## src/rtl/bus_router_pkg.sv

```systemverilog
// Shared types and constants for the CPU bus router and its address decoder.
package bus_router_pkg;

  typedef enum logic [1:0] {
    ST_IDLE = 2'd0,
    ST_REQ  = 2'd1,
    ST_RESP = 2'd2
  } state_t;

  // Target index: 0..7 are peripheral slots, the rest are special codes.
  localparam int TARGET_W = 4;
  typedef logic [TARGET_W-1:0] target_t;

  localparam target_t TARGET_RAM  = 4'd8;
  localparam target_t TARGET_NONE = 4'd15;

  localparam logic [31:0] ERR_RDATA_DEFAULT = 32'hDEAD_BEEF;

  // Convert a one-hot slot vector into a slot index; lowest set bit wins.
  function automatic target_t onehot_to_target(input logic [7:0] oh);
    target_t idx;
    idx = TARGET_NONE;
    for (int i = 7; i >= 0; i--) begin
      if (oh[i]) idx = target_t'(i);
    end
    return idx;
  endfunction

endpackage

```

## src/rtl/bus_addr_decoder.sv

```systemverilog
// Combinational address map: peripheral slots first, then RAM, else unmapped.
module bus_addr_decoder
  import bus_router_pkg::*;
#(
  parameter int                         NUM_PERIPH  = 2,
  parameter logic [NUM_PERIPH*32-1:0]   PERIPH_BASE = {32'h2000_0004, 32'h2000_0000},
  parameter logic [NUM_PERIPH*32-1:0]   PERIPH_MASK = {32'hFFFF_FFFC, 32'hFFFF_FFFC},
  parameter logic [31:0]                RAM_BYTES   = 32'h0001_0000
) (
  input  logic [31:0]           addr_i,
  output logic [NUM_PERIPH-1:0] slot_oh_o,
  output logic                  is_ram_o,
  output logic                  is_unmapped_o
);

  logic [NUM_PERIPH-1:0] match;
  logic                  any_match;
  logic                  below_ram;

  // One comparator per slot against its masked base.
  for (genvar gi = 0; gi < NUM_PERIPH; gi++) begin : g_match
    assign match[gi] = ((addr_i & PERIPH_MASK[32*gi +: 32]) == PERIPH_BASE[32*gi +: 32]);
  end

  // Isolate the lowest matching slot so overlapping windows resolve by index.
  always_comb begin
    slot_oh_o     = match & (~match + NUM_PERIPH'(1));
    any_match     = |match;
    below_ram     = (addr_i < RAM_BYTES);
    is_ram_o      = !any_match && below_ram;
    is_unmapped_o = !any_match && !below_ram;
  end

endmodule

```

## src/rtl/bus_router.sv

```systemverilog
// Registered router from the PicoRV32 native port to RAM and peripheral slots,
// with per-access timeout and unmapped-address error response.
module bus_router
  import bus_router_pkg::*;
#(
  parameter int                         NUM_PERIPH     = 2,
  parameter logic [NUM_PERIPH*32-1:0]   PERIPH_BASE    = {32'h2000_0004, 32'h2000_0000},
  parameter logic [NUM_PERIPH*32-1:0]   PERIPH_MASK    = {32'hFFFF_FFFC, 32'hFFFF_FFFC},
  parameter logic [31:0]                RAM_BYTES      = 32'h0001_0000,
  parameter int unsigned                TIMEOUT_CYCLES = 255,
  parameter logic [31:0]                ERR_RDATA      = ERR_RDATA_DEFAULT
) (
  input  logic                     clk_i,
  input  logic                     rst_ni,
  // CPU native port
  input  logic                     cpu_valid_i,
  output logic                     cpu_ready_o,
  input  logic [31:0]              cpu_addr_i,
  input  logic [31:0]              cpu_wdata_i,
  input  logic [3:0]               cpu_wstrb_i,
  output logic [31:0]              cpu_rdata_o,
  // RAM port
  output logic                     mem_valid_o,
  input  logic                     mem_ready_i,
  output logic [31:0]              mem_addr_o,
  output logic [31:0]              mem_wdata_o,
  output logic [3:0]               mem_wstrb_o,
  input  logic [31:0]              mem_rdata_i,
  // Peripheral slots
  output logic [NUM_PERIPH-1:0]    per_valid_o,
  input  logic [NUM_PERIPH-1:0]    per_ready_i,
  output logic [31:0]              per_addr_o,
  output logic [31:0]              per_wdata_o,
  output logic [3:0]               per_wstrb_o,
  input  logic [NUM_PERIPH*32-1:0] per_rdata_i,
  // Error reporting
  output logic                     err_o,
  output logic [31:0]              err_addr_o,
  input  logic                     err_clr_i
);

  localparam int              CNT_W    = $clog2(TIMEOUT_CYCLES + 1);
  localparam logic [CNT_W-1:0] CNT_LAST = CNT_W'(TIMEOUT_CYCLES - 1);

  state_t                state_q, state_d;
  logic [31:0]           addr_q, addr_d;
  logic [31:0]           wdata_q, wdata_d;
  logic [3:0]            wstrb_q, wstrb_d;
  target_t               target_q, target_d;
  logic [CNT_W-1:0]      cnt_q, cnt_d;
  logic                  mem_valid_q, mem_valid_d;
  logic [NUM_PERIPH-1:0] per_valid_q, per_valid_d;
  logic                  cpu_ready_q, cpu_ready_d;
  logic [31:0]           cpu_rdata_q, cpu_rdata_d;
  logic                  err_q, err_d;
  logic [31:0]           err_addr_q, err_addr_d;

  logic [NUM_PERIPH-1:0] dec_slot_oh;
  logic                  dec_is_ram;
  logic                  dec_is_unmapped;
  logic [7:0]            slot_oh_ext;
  logic                  sel_ready;
  logic [31:0]           sel_rdata;
  logic                  err_evt;

  bus_addr_decoder #(
    .NUM_PERIPH  (NUM_PERIPH),
    .PERIPH_BASE (PERIPH_BASE),
    .PERIPH_MASK (PERIPH_MASK),
    .RAM_BYTES   (RAM_BYTES)
  ) u_dec (
    .addr_i        (cpu_addr_i),
    .slot_oh_o     (dec_slot_oh),
    .is_ram_o      (dec_is_ram),
    .is_unmapped_o (dec_is_unmapped)
  );

  // Widen the slot vector so the package helper can turn it into an index.
  always_comb begin
    slot_oh_ext                 = '0;
    slot_oh_ext[NUM_PERIPH-1:0] = dec_slot_oh;
  end

  // Pick ready and read data of the target latched for this access.
  always_comb begin
    sel_ready = 1'b0;
    sel_rdata = '0;
    if (target_q == TARGET_RAM) begin
      sel_ready = mem_ready_i;
      sel_rdata = mem_rdata_i;
    end
    for (int i = 0; i < NUM_PERIPH; i++) begin
      if (target_q == target_t'(i)) begin
        sel_ready = per_ready_i[i];
        sel_rdata = per_rdata_i[32*i +: 32];
      end
    end
  end

  // Next-state and registered-output logic for the IDLE/REQ/RESP handshake.
  always_comb begin
    state_d     = state_q;
    addr_d      = addr_q;
    wdata_d     = wdata_q;
    wstrb_d     = wstrb_q;
    target_d    = target_q;
    cnt_d       = cnt_q;
    mem_valid_d = mem_valid_q;
    per_valid_d = per_valid_q;
    cpu_ready_d = 1'b0;
    cpu_rdata_d = cpu_rdata_q;
    err_addr_d  = err_addr_q;
    err_evt     = 1'b0;

    unique case (state_q)
      ST_IDLE: begin
        cnt_d = '0;
        if (cpu_valid_i) begin
          addr_d  = cpu_addr_i;
          wdata_d = cpu_wdata_i;
          wstrb_d = cpu_wstrb_i;
          if (dec_is_unmapped) begin
            // No target to wait for: answer the CPU on the very next cycle.
            target_d    = TARGET_NONE;
            cpu_ready_d = 1'b1;
            cpu_rdata_d = ERR_RDATA;
            err_evt     = 1'b1;
            err_addr_d  = cpu_addr_i;
            state_d     = ST_RESP;
          end else begin
            target_d    = dec_is_ram ? TARGET_RAM : onehot_to_target(slot_oh_ext);
            mem_valid_d = dec_is_ram;
            per_valid_d = dec_is_ram ? '0 : dec_slot_oh;
            state_d     = ST_REQ;
          end
        end
      end
      ST_REQ: begin
        if (sel_ready) begin
          cpu_ready_d = 1'b1;
          cpu_rdata_d = sel_rdata;
          mem_valid_d = 1'b0;
          per_valid_d = '0;
          state_d     = ST_RESP;
        end else if (cnt_q == CNT_LAST) begin
          // Target held valid for the full budget without answering.
          cpu_ready_d = 1'b1;
          cpu_rdata_d = ERR_RDATA;
          mem_valid_d = 1'b0;
          per_valid_d = '0;
          err_evt     = 1'b1;
          err_addr_d  = addr_q;
          state_d     = ST_RESP;
        end else begin
          cnt_d = cnt_q + CNT_W'(1);
        end
      end
      ST_RESP: begin
        state_d = ST_IDLE;
      end
      default: begin
        state_d = ST_IDLE;
      end
    endcase

    // A new error outranks a simultaneous clear.
    if (err_evt) begin
      err_d = 1'b1;
    end else if (err_clr_i) begin
      err_d = 1'b0;
    end else begin
      err_d = err_q;
    end
  end

  // State and output registers, cleared immediately by reset.
  always_ff @(posedge clk_i or negedge rst_ni) begin
    if (!rst_ni) begin
      state_q     <= ST_IDLE;
      addr_q      <= '0;
      wdata_q     <= '0;
      wstrb_q     <= '0;
      target_q    <= TARGET_NONE;
      cnt_q       <= '0;
      mem_valid_q <= 1'b0;
      per_valid_q <= '0;
      cpu_ready_q <= 1'b0;
      cpu_rdata_q <= '0;
      err_q       <= 1'b0;
      err_addr_q  <= '0;
    end else begin
      state_q     <= state_d;
      addr_q      <= addr_d;
      wdata_q     <= wdata_d;
      wstrb_q     <= wstrb_d;
      target_q    <= target_d;
      cnt_q       <= cnt_d;
      mem_valid_q <= mem_valid_d;
      per_valid_q <= per_valid_d;
      cpu_ready_q <= cpu_ready_d;
      cpu_rdata_q <= cpu_rdata_d;
      err_q       <= err_d;
      err_addr_q  <= err_addr_d;
    end
  end

  assign cpu_ready_o = cpu_ready_q;
  assign cpu_rdata_o = cpu_rdata_q;
  assign mem_valid_o = mem_valid_q;
  assign mem_addr_o  = addr_q;
  assign mem_wdata_o = wdata_q;
  assign mem_wstrb_o = wstrb_q;
  assign per_valid_o = per_valid_q;
  assign per_addr_o  = addr_q;
  assign per_wdata_o = wdata_q;
  assign per_wstrb_o = wstrb_q;
  assign err_o       = err_q;
  assign err_addr_o  = err_addr_q;

endmodule

```

## config.mk

```make
export PLATFORM = sky130hd
export DESIGN_NAME = bus_router
export DESIGN_NICKNAME = d
export VERILOG_FILES = /design/src/rtl/bus_router_pkg.sv /design/src/rtl/bus_addr_decoder.sv /design/src/rtl/bus_router.sv
export SDC_FILE = /design/constraint.sdc
export NUM_CORES = 1
export LEC_CHECK = 0
export ABC_AREA = 0
export BUFFER_PORTS_ARGS = -buffer_cell sky130_fd_sc_hd__buf_2
export CORE_AREA = 5 5 142 144
export CTS_CLUSTER_SIZE = 12
export DETAILED_ROUTE_END_ITERATION = 12
export DIE_AREA = 0 0 147 149
export PLACE_DENSITY = 0.73
export SKIP_LAST_GASP = 1
export SLEW_MARGIN = 20
export SYNTH_ARGS = -nofsm -noshare
export SYNTH_HDL_FRONTEND = slang
export SYNTH_SLANG_ARGS = --single-unit
```

## constraint.sdc

```tcl
create_clock -name clk_i -period 2.9 [get_ports clk_i]
set_input_delay 0.145 -clock clk_i [delete_from_list [all_inputs] [get_ports clk_i]]
set_output_delay 0.145 -clock clk_i [all_outputs]
set_load 0.005 [all_outputs]
```

# After elaboration in Yosys (flattened, before gate mapping)
# Cells that the tools add are included.
dict set report word_totals {
  reg_bits 151
  input_bits 171
  out_inout_bits 205
  word_cells 93
}
dict set report classes {
  add_sub_neg 2
  n_lt_le_gt_ge 1
  eq_ne 13
  n_mux 48
  n_bitwise 2
  n_reduce_logical 15
}
# cell count
set ops {}
lappend ops {{32-bit 2-to-1 mux} 11}
lappend ops {{32-bit one-hot mux with 2 select lines} 2}
lappend ops {{30-bit by 28-bit equality test with 1-bit output, second input constant} 2}
lappend ops {{32-bit by 17-bit less-than comparator with 1-bit output, second input constant} 1}
lappend ops {{2-bit 2-to-1 mux} 9}
lappend ops {{4-bit 2-to-1 mux} 4}
lappend ops {{8-bit 2-to-1 mux} 2}
lappend ops {{8-bit one-hot mux with 2 select lines} 1}
lappend ops {{1-bit 2-to-1 mux} 14}
lappend ops {{2-bit != test, second input constant} 6}
lappend ops {{8-bit by 1-bit adder with 8-bit output, second input constant} 1}
lappend ops {{8-bit equality test, second input constant} 1}
lappend ops {{2-bit one-hot mux with 2 select lines} 2}
lappend ops {{4-bit AND reduction} 2}
lappend ops {{1-bit one-hot mux with 2 select lines} 3}
lappend ops {{5-bit AND reduction} 1}
lappend ops {{4-bit by 1-bit equality test with 1-bit output, second input constant} 1}
lappend ops {{4-bit equality test, second input constant} 1}
lappend ops {{4-bit logical NOT} 1}
lappend ops {{2-bit AND reduction} 2}
lappend ops {{2-bit nonzero test} 2}
lappend ops {{3-bit != test, second input constant} 1}
lappend ops {{3-bit AND reduction} 1}
lappend ops {{2-bit by 1-bit adder with 2-bit output, second input constant} 1}
lappend ops {{other kinds (7)} 9}

# Longest topological paths before layout
# Gate-level depths: netlist of the first run.
dict set report depth {
  ltp_word 8
  depth_mapped 8
  depth_no_buf 7
}

# By module
# A second synthesis of the first run with hierarchy kept.
dict set report hier_totals {
  hier_cells 648
  area_unflattened_um2 7354.6
}
# module instances cells_per_inst area_per_inst_um2 seq_area_each_um2
set modules_own_cells {}
lappend modules_own_cells {bus_router 1 632 7248.2 3757.4}
lappend modules_own_cells {bus_addr_decoder 1 16 106.4 0.0}

# Worst setup path after synthesis of the first run
# Ideal clock, no wire load.
dict set report synth_path {
  path_kind {reg2reg}
  startpoint {register target_q[0]}
  endpoint {register err_addr_q[10] (netlist: err_addr_o[10])}
  setup_time_ns 0.125
  t_arrival_ns 1.835
  required_ns 2.775
  slack_ns 0.940
  path_stages_with_launch 8
  n_path_buf 2
  synth_period_minus_slack_ns 1.960
  cell_sequence {dfstp_2 buf_6 mux2i_1 o21a_1 o211ai_2 a21oi_4 buf_6 mux2_4}
}
dict set report synth_between {
  elab_chain_len 6
  word_cells_on_any_way 8
  classes_between {eq/ne (3); mux (3); reduce/logical (2)}
}
# element line
set synth_lines {}
lappend synth_lines {{from (decl)} bus_router.sv:49} ;# target_t target_q, target_d;
lappend synth_lines {{from (signal assigned)} bus_router.sv:196} ;# target_q <= target_d;
lappend synth_lines {{4-bit equality test} bus_router.sv:88} ;# if (target_q == TARGET_RAM) begin
lappend synth_lines {{1-bit 2-to-1 mux} bus_router.sv:88}
lappend synth_lines {{1-bit 2-to-1 mux} bus_router.sv:93} ;# if (target_q == target_t'(i)) begin
lappend synth_lines {{1-bit 2-to-1 mux (*)} bus_router.sv:93}
lappend synth_lines {{2-bit != test (no line) (*)} -}
lappend synth_lines {{5-bit AND reduction (no line) (*)} -}
lappend synth_lines {{to (signal assigned)} bus_router.sv:203} ;# err_addr_q <= err_addr_d;
lappend synth_lines {{to (decl)} bus_router.sv:56} ;# logic [31:0] err_addr_q, err_addr_d;
# Mark *: on every way between the ends. The rest lies on a longest branch, timed or not.
# A chain may end at the register's enable or synchronous reset.

# Worst setup path after layout of the first run
dict set report layout_path {
  startpoint {input port cpu_addr_i[28]}
  endpoint {register err_addr_q[2] (netlist: err_addr_o[2])}
}
dict set report layout_between {
  elab_chain_len 6
  word_cells_on_any_way 9
  classes_between {order compare (1); eq/ne (3); reduce/logical (5)}
}
# element line
set layout_lines {}
lappend layout_lines {{from (decl)} bus_router.sv:18} ;# input logic [31:0] cpu_addr_i,
lappend layout_lines {{branches (longest 3 deep; another with 32-bit by 17-bit less-than comparator with 1-bit output)} -}
lappend layout_lines {{1-bit logical AND (*)} bus_addr_decoder.sv:31} ;# is_unmapped_o = !any_match && !below_ram;
lappend layout_lines {{2-bit != test (no line) (*)} -}
lappend layout_lines {{5-bit AND reduction (no line) (*)} -}
# Mark *: on every way between the ends.

==> results of run 1 <==
cell type report:
class	count	area, um2
fillers	1617	8060
flip-flops and latches	150	3760
multi-input cells	565	3130
repair buffers	461	2710
clock buffers	20	457
well taps	234	293
clock inverters	12	116
inverters	14	52.6
diodes	1	2.50
registers in the layout, indices dropped and copies added (netlist names):
register / count
cnt_q: 8
mem_valid_o: 1
per_valid_o: 2
state_q: 2
target_q: 3
err_addr_o: 32
mem_wstrb_o: 4
cpu_ready_o: 1
cpu_rdata_o: 32
mem_addr_o: 32
mem_wdata_o: 32
err_o: 1
per-stage QoR:
stage | cells | power (mW) | util, %
detailed placement | 1355 | 3.42 | 49.8
floorplan | 848 | 2.98 | -
global placement | 1355 | 3.39 | 49.8
global route | 1457 | 5.88 | 56.6
finish | 1457 | 5.60 | 56.6
CTS | 1455 | 5.66 | 56.5
worst paths after layout:
kind	start	endpoint	slack (ns)	cells past startpoint
min	mem_rdata_i[20]	cpu_rdata_o[20]	0.02	3
min reg2reg	mem_wdata_o[16]	mem_wdata_o[16]	0.49	2
max reg2reg	target_q[0]	err_addr_o[31]	0.61	6
max in group asynchronous	rst_ni	cpu_rdata_o[20]	1.83	3
max	cpu_addr_i[28]	err_addr_o[2]	0.60	8
min in group asynchronous	rst_ni	mem_wdata_o[1]	0.24	2
worst register-to-register path: stages, from the launching register on:
cell	delay, ns
sky130_fd_sc_hd__dfstp_2	0.57
sky130_fd_sc_hd__mux2i_1	0.23
sky130_fd_sc_hd__o21a_1	0.17
sky130_fd_sc_hd__o211ai_2	0.10
sky130_fd_sc_hd__a21oi_4	0.15
sky130_fd_sc_hd__buf_4	0.53
sky130_fd_sc_hd__mux2_2	0.41
cells by family after synthesis:
logic type	Yosys count	share of synthesized area (%)
simple gates	403	21.3
buf+inv	133	10.4
flops	150	49.0
fa+ha+maj	2	0.326
compound gates	95	8.59
mux	65	10.4
cell usage after synthesis, types with 2 or more instances:
cell type	number	share of area (%)
sky130_fd_sc_hd__mux2_4	29	5.7
sky130_fd_sc_hd__nand4_1	3	0.24
sky130_fd_sc_hd__dfstp_2	3	1.0
sky130_fd_sc_hd__o22a_1	25	2.9
sky130_fd_sc_hd__o21ai_1	2	0.13
sky130_fd_sc_hd__nor2b_1	3	0.24
sky130_fd_sc_hd__o311ai_0	2	0.23
sky130_fd_sc_hd__o21ai_0	6	0.39
sky130_fd_sc_hd__nor2_1	61	3.0
sky130_fd_sc_hd__buf_6	4	0.59
sky130_fd_sc_hd__o22ai_1	9	0.73
sky130_fd_sc_hd__ha_1	2	0.33
sky130_fd_sc_hd__buf_4	68	6.7
sky130_fd_sc_hd__or4_1	4	0.39
sky130_fd_sc_hd__nor4_2	3	0.49
sky130_fd_sc_hd__mux2i_1	33	4.3
sky130_fd_sc_hd__nand2_1	302	15
sky130_fd_sc_hd__dfrtp_1	147	48
sky130_fd_sc_hd__nor4_1	3	0.24
sky130_fd_sc_hd__mux2_2	3	0.44
sky130_fd_sc_hd__a21o_1	2	0.20
sky130_fd_sc_hd__nor3_1	4	0.26
sky130_fd_sc_hd__inv_1	14	0.69
sky130_fd_sc_hd__clkbuf_1	37	1.8
sky130_fd_sc_hd__buf_2	8	0.52
sky130_fd_sc_hd__buf_1	2	0.098
sky130_fd_sc_hd__a21oi_1	33	2.2
sky130_fd_sc_hd__o211ai_1	4	0.39
sky130_fd_sc_hd__nand3_1	11	0.72
repair_timing:
| action | 4_1_cts | 5_1_grt |
|---|---|---|
| buffers inserted | 0 | 0 |
| hold buffers | 68 | 1 |
| gates resized for setup | 0 | 0 |
| endpoints found under the hold margin | 117 | 1 |
metal layers:
layer	track usage, %	share of wire, %	up-vias
met4	8.06	2.4	0
met2	37.1	50	350
li1	-	-	3439
met5	0	0	-
met1	25.8	39	3332
met3	6.29	8.3	42
where the power goes:
part	internal [mW]	leakage (nW)	switching (mW)
Sequential	2.29	1.77	0.168
Combinational	0.527	3.60	0.470
Clock	1.24	0.279	0.904
Total	4.06	5.65	1.54
==> key figures, run 1 <==
Routing
  • ANT nets after route: 0
  • Wire length after detailed routing: 24.5 mm
  • Via count normalized by instance count: 4.92
  • Detailed-routing iteration count for the pre-antenna-repair pass: 5
  • Total vias in the final route: 7163
  • Routed wire length per instance: 16.8 um
  • Drt drc: 0
  • First DRT Iteration DRCs: 333

Synth
  • Fraction of the yosys area taken by sequential cells: 49.0%
  • Proportion of register bits with asynchronous set or reset after synthesis: 100%
  • Most frequently used flop master after synthesis: sky130_fd_sc_hd__dfrtp_1
  • Number of flops mapped to enable cells by yosys: 0
  • Number of instances in the synthesized netlist: 848
  • Mean area per synthesized cell: 9.04 um2
  • Yosys warns: 0
  • Netlist cell types: 50
  • Mapped Area: 7660 um2
  • Flip-flop and latch count after synthesis: 150
  • Post-synthesis net count: 1021

Floorplan
  • CORE AREA: 18600 um2
  • Total number of placement rows: 50
  • Die outline area: 21900 um2
  • Number of I/O pins: 376
  • Die extent in y: 149 um
  • Width of the die: 147 um
  • Starting utilization of the core area: 41.3%

STA
  • Share of the cycle needed by the critical path after routing: 79.2%
  • Post-route worst setup slack: 0.603 ns
  • Final period demand of the worst path: 2.30 ns
  • Remaining max-slew budget at the tightest pin: 46.5%
  • Slew @ Worst Pin: 0.802 ns
  • Highest clock rate: 435 MHz
  • Unrepaired setup endpoints after global routing: no
  • Number of hold-slack violations in the final timing report: 0
  • Final Setup Violations: 0
  • Post-route clock skew: 0.00909 ns
  • Max-slew violation total from the final report: 0
  • Tightest hold margin: 0.0167 ns
  • Final TNS setup: 0 ns

Clock network
  • Clock tree from TritonCTS: yes
  • Clock latency on the worst-skew pair: 0.42 ns
  • TritonCTS buffer count: 17
  • Cell at the root of the clock tree: sky130_fd_sc_hd__clkbuf_16
  • Reg clk slew, reported paths: 0.06 ns
  • Number of clock sinks: 150
  • Number of buffers on the longest clock path: 2
  • CTS HTree Levels: 4

Cells and area
  • Final nets: 1382
  • Fin area: 10500 um2
  • Synth-to-Final Area Change: 37.2%
  • Commonest cells after routing, fill and taps aside: sky130_fd_sc_hd__buf_2, sky130_fd_sc_hd__nand2_1, sky130_fd_sc_hd__dfrtp_1
  • Most common cell after layout, fill and taps aside: sky130_fd_sc_hd__buf_2
  • Share of post-route cells with drive strength above 1: 38.5%

Job
  • Max Cap Viol: 0

Hold path
  • Hold/Removal Path Class: primary input to flop

Global routing
  • Number of antenna violations at the first check in global routing: 1
  • Global-route wire length before repair: 38.0 mm
  • Vias in the first global route: 7243
  • Overall track demand over capacity in global routing: 21.6%
  • Overflow left after global routing: 0
  • Maximum number of pins on one net before global-route repair: 67

Placement
  • Count of port buffers added during placement: 375
  • Post-DP HPWL: 17.4 mm
  • Instance area at placement: 9250 um2
  • Pre-CTS setup slack: 0.603 ns
  • Gp weighted congestion: 0.905

Worst setup path
  • Arr. time, crit path: 2.59 ns
  • Element type at the critical path start: primary input
  • Cell with the largest stage delay on the worst path: sky130_fd_sc_hd__dlygate4sd3_1
  • Critical Path End Type: flop
  • Largest stage delay on the critical path: 0.53 ns
  • Worst-path fanout max: 33
  • Kind of cell adding the most delay to the critical path: simple AND/OR/NAND/NOR gates
  • CP Class: primary input to flop
  • CP Buf/Inv Count: 3
  • CP Data Required Time: 3.19 ns
  • Worst path cell trace: dlygate4sd3_1, buf_2, nor3_1, nand4_1, nor3_2, a21oi_4, buf_4, mux2_4

Pwr
  • Worst supply voltage drop on vdd: 386 uV
  • Cell leakage power: 5.65 nW
  • Total power density per cell area: 532 nW/um2

Status
  • Status: finished, final reports clean
(Power assumes the default switching activity.)
==> run 2, diff against run 1 <==
Settings changed: CORE_AREA 5 5 142 144 to not set, CORE_MARGIN set to 5, CORE_UTILIZATION set to 42, DIE_AREA 0 0 147 149 to not set, PLACE_DENSITY 0.73 to 0.77.
Clock period 2.9 ns to 1.93 ns, I/O delays scaled along.
==> run 2 against run 1 <==
Net effect: the run now ends with setup timing left; sequential power rose by 50%; critical path type is now flop to flop; sequential share of layout area shrank 1.3 points; flip-flop and latch count stayed put; largest power group unchanged; setup slack worse by 0.66 ns.
==> key figures, run 2 (synthesis gave the netlist of run 1 again) <==
Worst setup path
  • CP Data Required Time: 2.23 ns (-0.96 ns)
  • End of the worst register-to-register path: err_addr_o[0]
  • Worst path cell trace: mux2i_2, o21a_1, o211ai_2, a21oi_4, buf_12, mux2_2
  • FF-to-FF setup slack: -0.05 ns (-0.66 ns)
  • CP Buf/Inv Count: 1 (-2)
  • Element type at the critical path start: flop
  • Critical Path End Type: flop
  • Number of cell instances on the worst register-to-register path: 6 (unchanged)
  • Largest stage delay on the critical path: 0.57 ns (+0.04 ns)
  • Reg2reg start: target_q[0]
  • CP Class: flop to flop
  • Arr. time, crit path: 2.28 ns (-0.31 ns)
  • Worst-path fanout max: 14 (-58%)
  • Cell with the largest stage delay on the worst path: sky130_fd_sc_hd__dfstp_2
  • Kind of cell adding the most delay to the critical path: multiplexers

Pwr
  • Worst supply voltage drop on vdd: 704 uV (+82%)
  • Share of total power in combinational logic: 17.9% (about the same)
  • Switching power: 2.43 mW (+58%)
  • Internal Power: 6.23 mW (+54%)
  • Total power density per cell area: 793 nW/um2 (+49%)
  • Switching part of the total power: 28.1% (+0.54 points)
  • Sequential fraction of design power: 42.5% (-1.4 points)
  • Share of total power in the clock network: 39.6% (+1.3 points)
  • Cell leakage power: 5.83 nW (+3.3%)

Hold path
  • Launch point of the worst hold path: mem_rdata_i[5]
  • Cell count of the worst hold path: 4 (+1)
  • Hold EP: cpu_rdata_o[5]
  • Hold/Removal Path Class: primary input to flop

Status
  • Status: complete, but fails checks
  • Failing checks: setup timing

Cells and area
  • Util after Layout: 60.8% (+4.2 points)
  • Share of post-route cells with drive strength above 1: 40.0% (+1.4 points)
  • Final nets: 1412 (+2.2%)
  • Synth-to-Final Area Change: 42.6%
  • Most common cell after layout, fill and taps aside: sky130_fd_sc_hd__buf_2
  • Number of diodes: 0 (-1)
  • Commonest cells after routing, fill and taps aside: sky130_fd_sc_hd__buf_2, sky130_fd_sc_hd__nand2_1, sky130_fd_sc_hd__dfrtp_1
  • Count of fill cells added during filler insertion: 1448 (-10%)

Floorplan
  • CORE AREA: 18000 um2 (-3.3%)
  • Die outline area: 21100 um2 (-3.9%)
  • Starting utilization of the core area: 42.7% (+1.4 points)
  • Die extent in y: 145 um (-2.6%)
  • Width of the die: 145 um (-1.3%)
  • Number of I/O pins: 376 (unchanged)
  • Total number of placement rows: 49 (-2.0%)

Global routing
  • Number of antenna violations at the first check in global routing: 1 (unchanged)
  • Vias in the first global route: 7536 (+4.0%)
  • Overall track demand over capacity in global routing: 22.9% (+1.2 points)
  • Maximum number of pins on one net before global-route repair: 63 (-6.0%)
  • Global-route wire length before repair: 39.5 mm (+3.8%)
  • Overflow left after global routing: 0 (unchanged)

Routing
  • Wire length after detailed routing: 24.8 mm (+1.1%)
  • Via count normalized by instance count: 4.99 (+1.5%)
  • Routed wire length per instance: 16.7 um (-0.49%)
  • Total vias in the final route: 7382 (+3.1%)
  • Detailed-routing iteration count for the pre-antenna-repair pass: 5 (unchanged)
  • Drt drc: 0 (unchanged)
  • First DRT Iteration DRCs: 345 (+3.6%)
  • ANT nets after route: 0 (unchanged)

Clock network
  • Clock tree from TritonCTS: yes
  • CTS HTree Levels: 4 (unchanged)
  • Number of buffers on the longest clock path: 2 (unchanged)
  • Cell at the root of the clock tree: sky130_fd_sc_hd__clkbuf_16
  • Number of clock sinks: 150 (unchanged)
  • Reg clk slew, reported paths: 0.06 ns (about the same)
  • Clock latency on the worst-skew pair: 0.42 ns (about the same)
  • TritonCTS buffer count: 17 (unchanged)

Job
  • Max Cap Viol: 0 (unchanged)

STA
  • Max-slew violation total from the final report: 0 (unchanged)
  • Final Setup Violations: 29 (+29)
  • Final period demand of the worst path: 1.98 ns
  • Remaining max-slew budget at the tightest pin: 58.3% (+12 points)
  • Post-route worst setup slack: -0.0538 ns (-0.657 ns)
  • Highest clock rate: 504 MHz
  • Post-route clock skew: 0.0134 ns (+0.00435 ns)
  • Number of hold-slack violations in the final timing report: 0 (unchanged)
  • Slew @ Worst Pin: 0.625 ns (-0.177 ns)
  • Share of the cycle needed by the critical path after routing: 103%
  • Unrepaired setup endpoints after global routing: yes

Placement
  • Gp weighted congestion: 0.846 (-6.5%)
  • Pre-CTS setup slack: -0.0288 ns (-0.632 ns)
  • Count of port buffers added during placement: 375 (unchanged)
  • Post-DP HPWL: 17.6 mm (+1.2%)
[run 2: cell type report]
| cell class | count | area [um2] | area share (%) |
|---|---|---|---|
| clock buffer | 17 | 425 | 3.89 |
| clock inverter | 14 | 181 | 1.66 |
| inverter | 14 | 52.6 | 0.481 |
| multi-input combinational | 565 | 3200 | 29.3 |
| sequential | 150 | 3760 | 34.4 |
| tap | 229 | 287 | 2.62 |
| timing repair buffer | 491 | 3030 | 27.7 |
[run 2: metal layers]
| metal | vias up | wire length (um) | track usage (%) |
|---|---|---|---|
| met3 | 42 | 1820 | 6.17 |
| li1 | 3495 | - | - |
| met4 | 2 | 490 | 8.21 |
| met2 | 338 | 12900 | 40.9 |
| met1 | 3505 | 9530 | 26.2 |
| met5 | - | 11 | 0 |
[run 2: repair_timing]
action,4_1_cts,5_1_grt
endpoints found under the hold margin,133,0
hold buffers,77,0
endpoints found under the setup margin,29,74
pin swaps,0,2
gates resized for setup,1,12
buffers inserted,1,1
[run 2: metrics by stage]
stage          hold slack (ns)  TNS [ns]  cells  power [mW]  instance area [um2]
3_3_place_gp             0.118    -0.237   1370        5.11                 9460
6_report                0.0343    -0.907   1480        8.67                10900
3_5_place_dp             0.126    -0.439   1370        5.14                 9460
5_1_grt                 0.0425     -3.70   1480        9.07                10900
4_1_cts                0.00947    -0.395   1479        8.73                10800
2_1_floorplan           -0.199    -0.129    848        4.47                 7660
[run 2: worst min-delay path: stages]
cell and delay (ns):
sky130_fd_sc_hd__buf_2 0.08, sky130_fd_sc_hd__a21oi_1 0.05, sky130_fd_sc_hd__nor2_1 0.08, sky130_fd_sc_hd__o22a_1 0.12
[run 2: worst max path at each step]
stage,end,startpoint,depth (start not counted)
floorplan,err_addr_o[10],target_q[0],7
global placement,err_addr_o[24],cpu_addr_i[18],7
detailed placement,err_addr_o[22],target_q[0],6
CTS,err_addr_o[0],target_q[0],6
global route,cnt_q[6],target_q[0],6
finish,err_addr_o[0],target_q[0],6
[run 2: power groups by stage]
| stage | Combinational (mW) | Clock, mW | Sequential (mW) |
|---|---|---|---|
| global route | 1.70 | 3.64 | 3.72 |
| CTS | 1.55 | 3.51 | 3.67 |
| global placement | 1.39 | 0 | 3.72 |
| finish | 1.55 | 3.43 | 3.68 |
| floorplan | 0.754 | 0 | 3.72 |
| detailed placement | 1.42 | 0 | 3.72 |
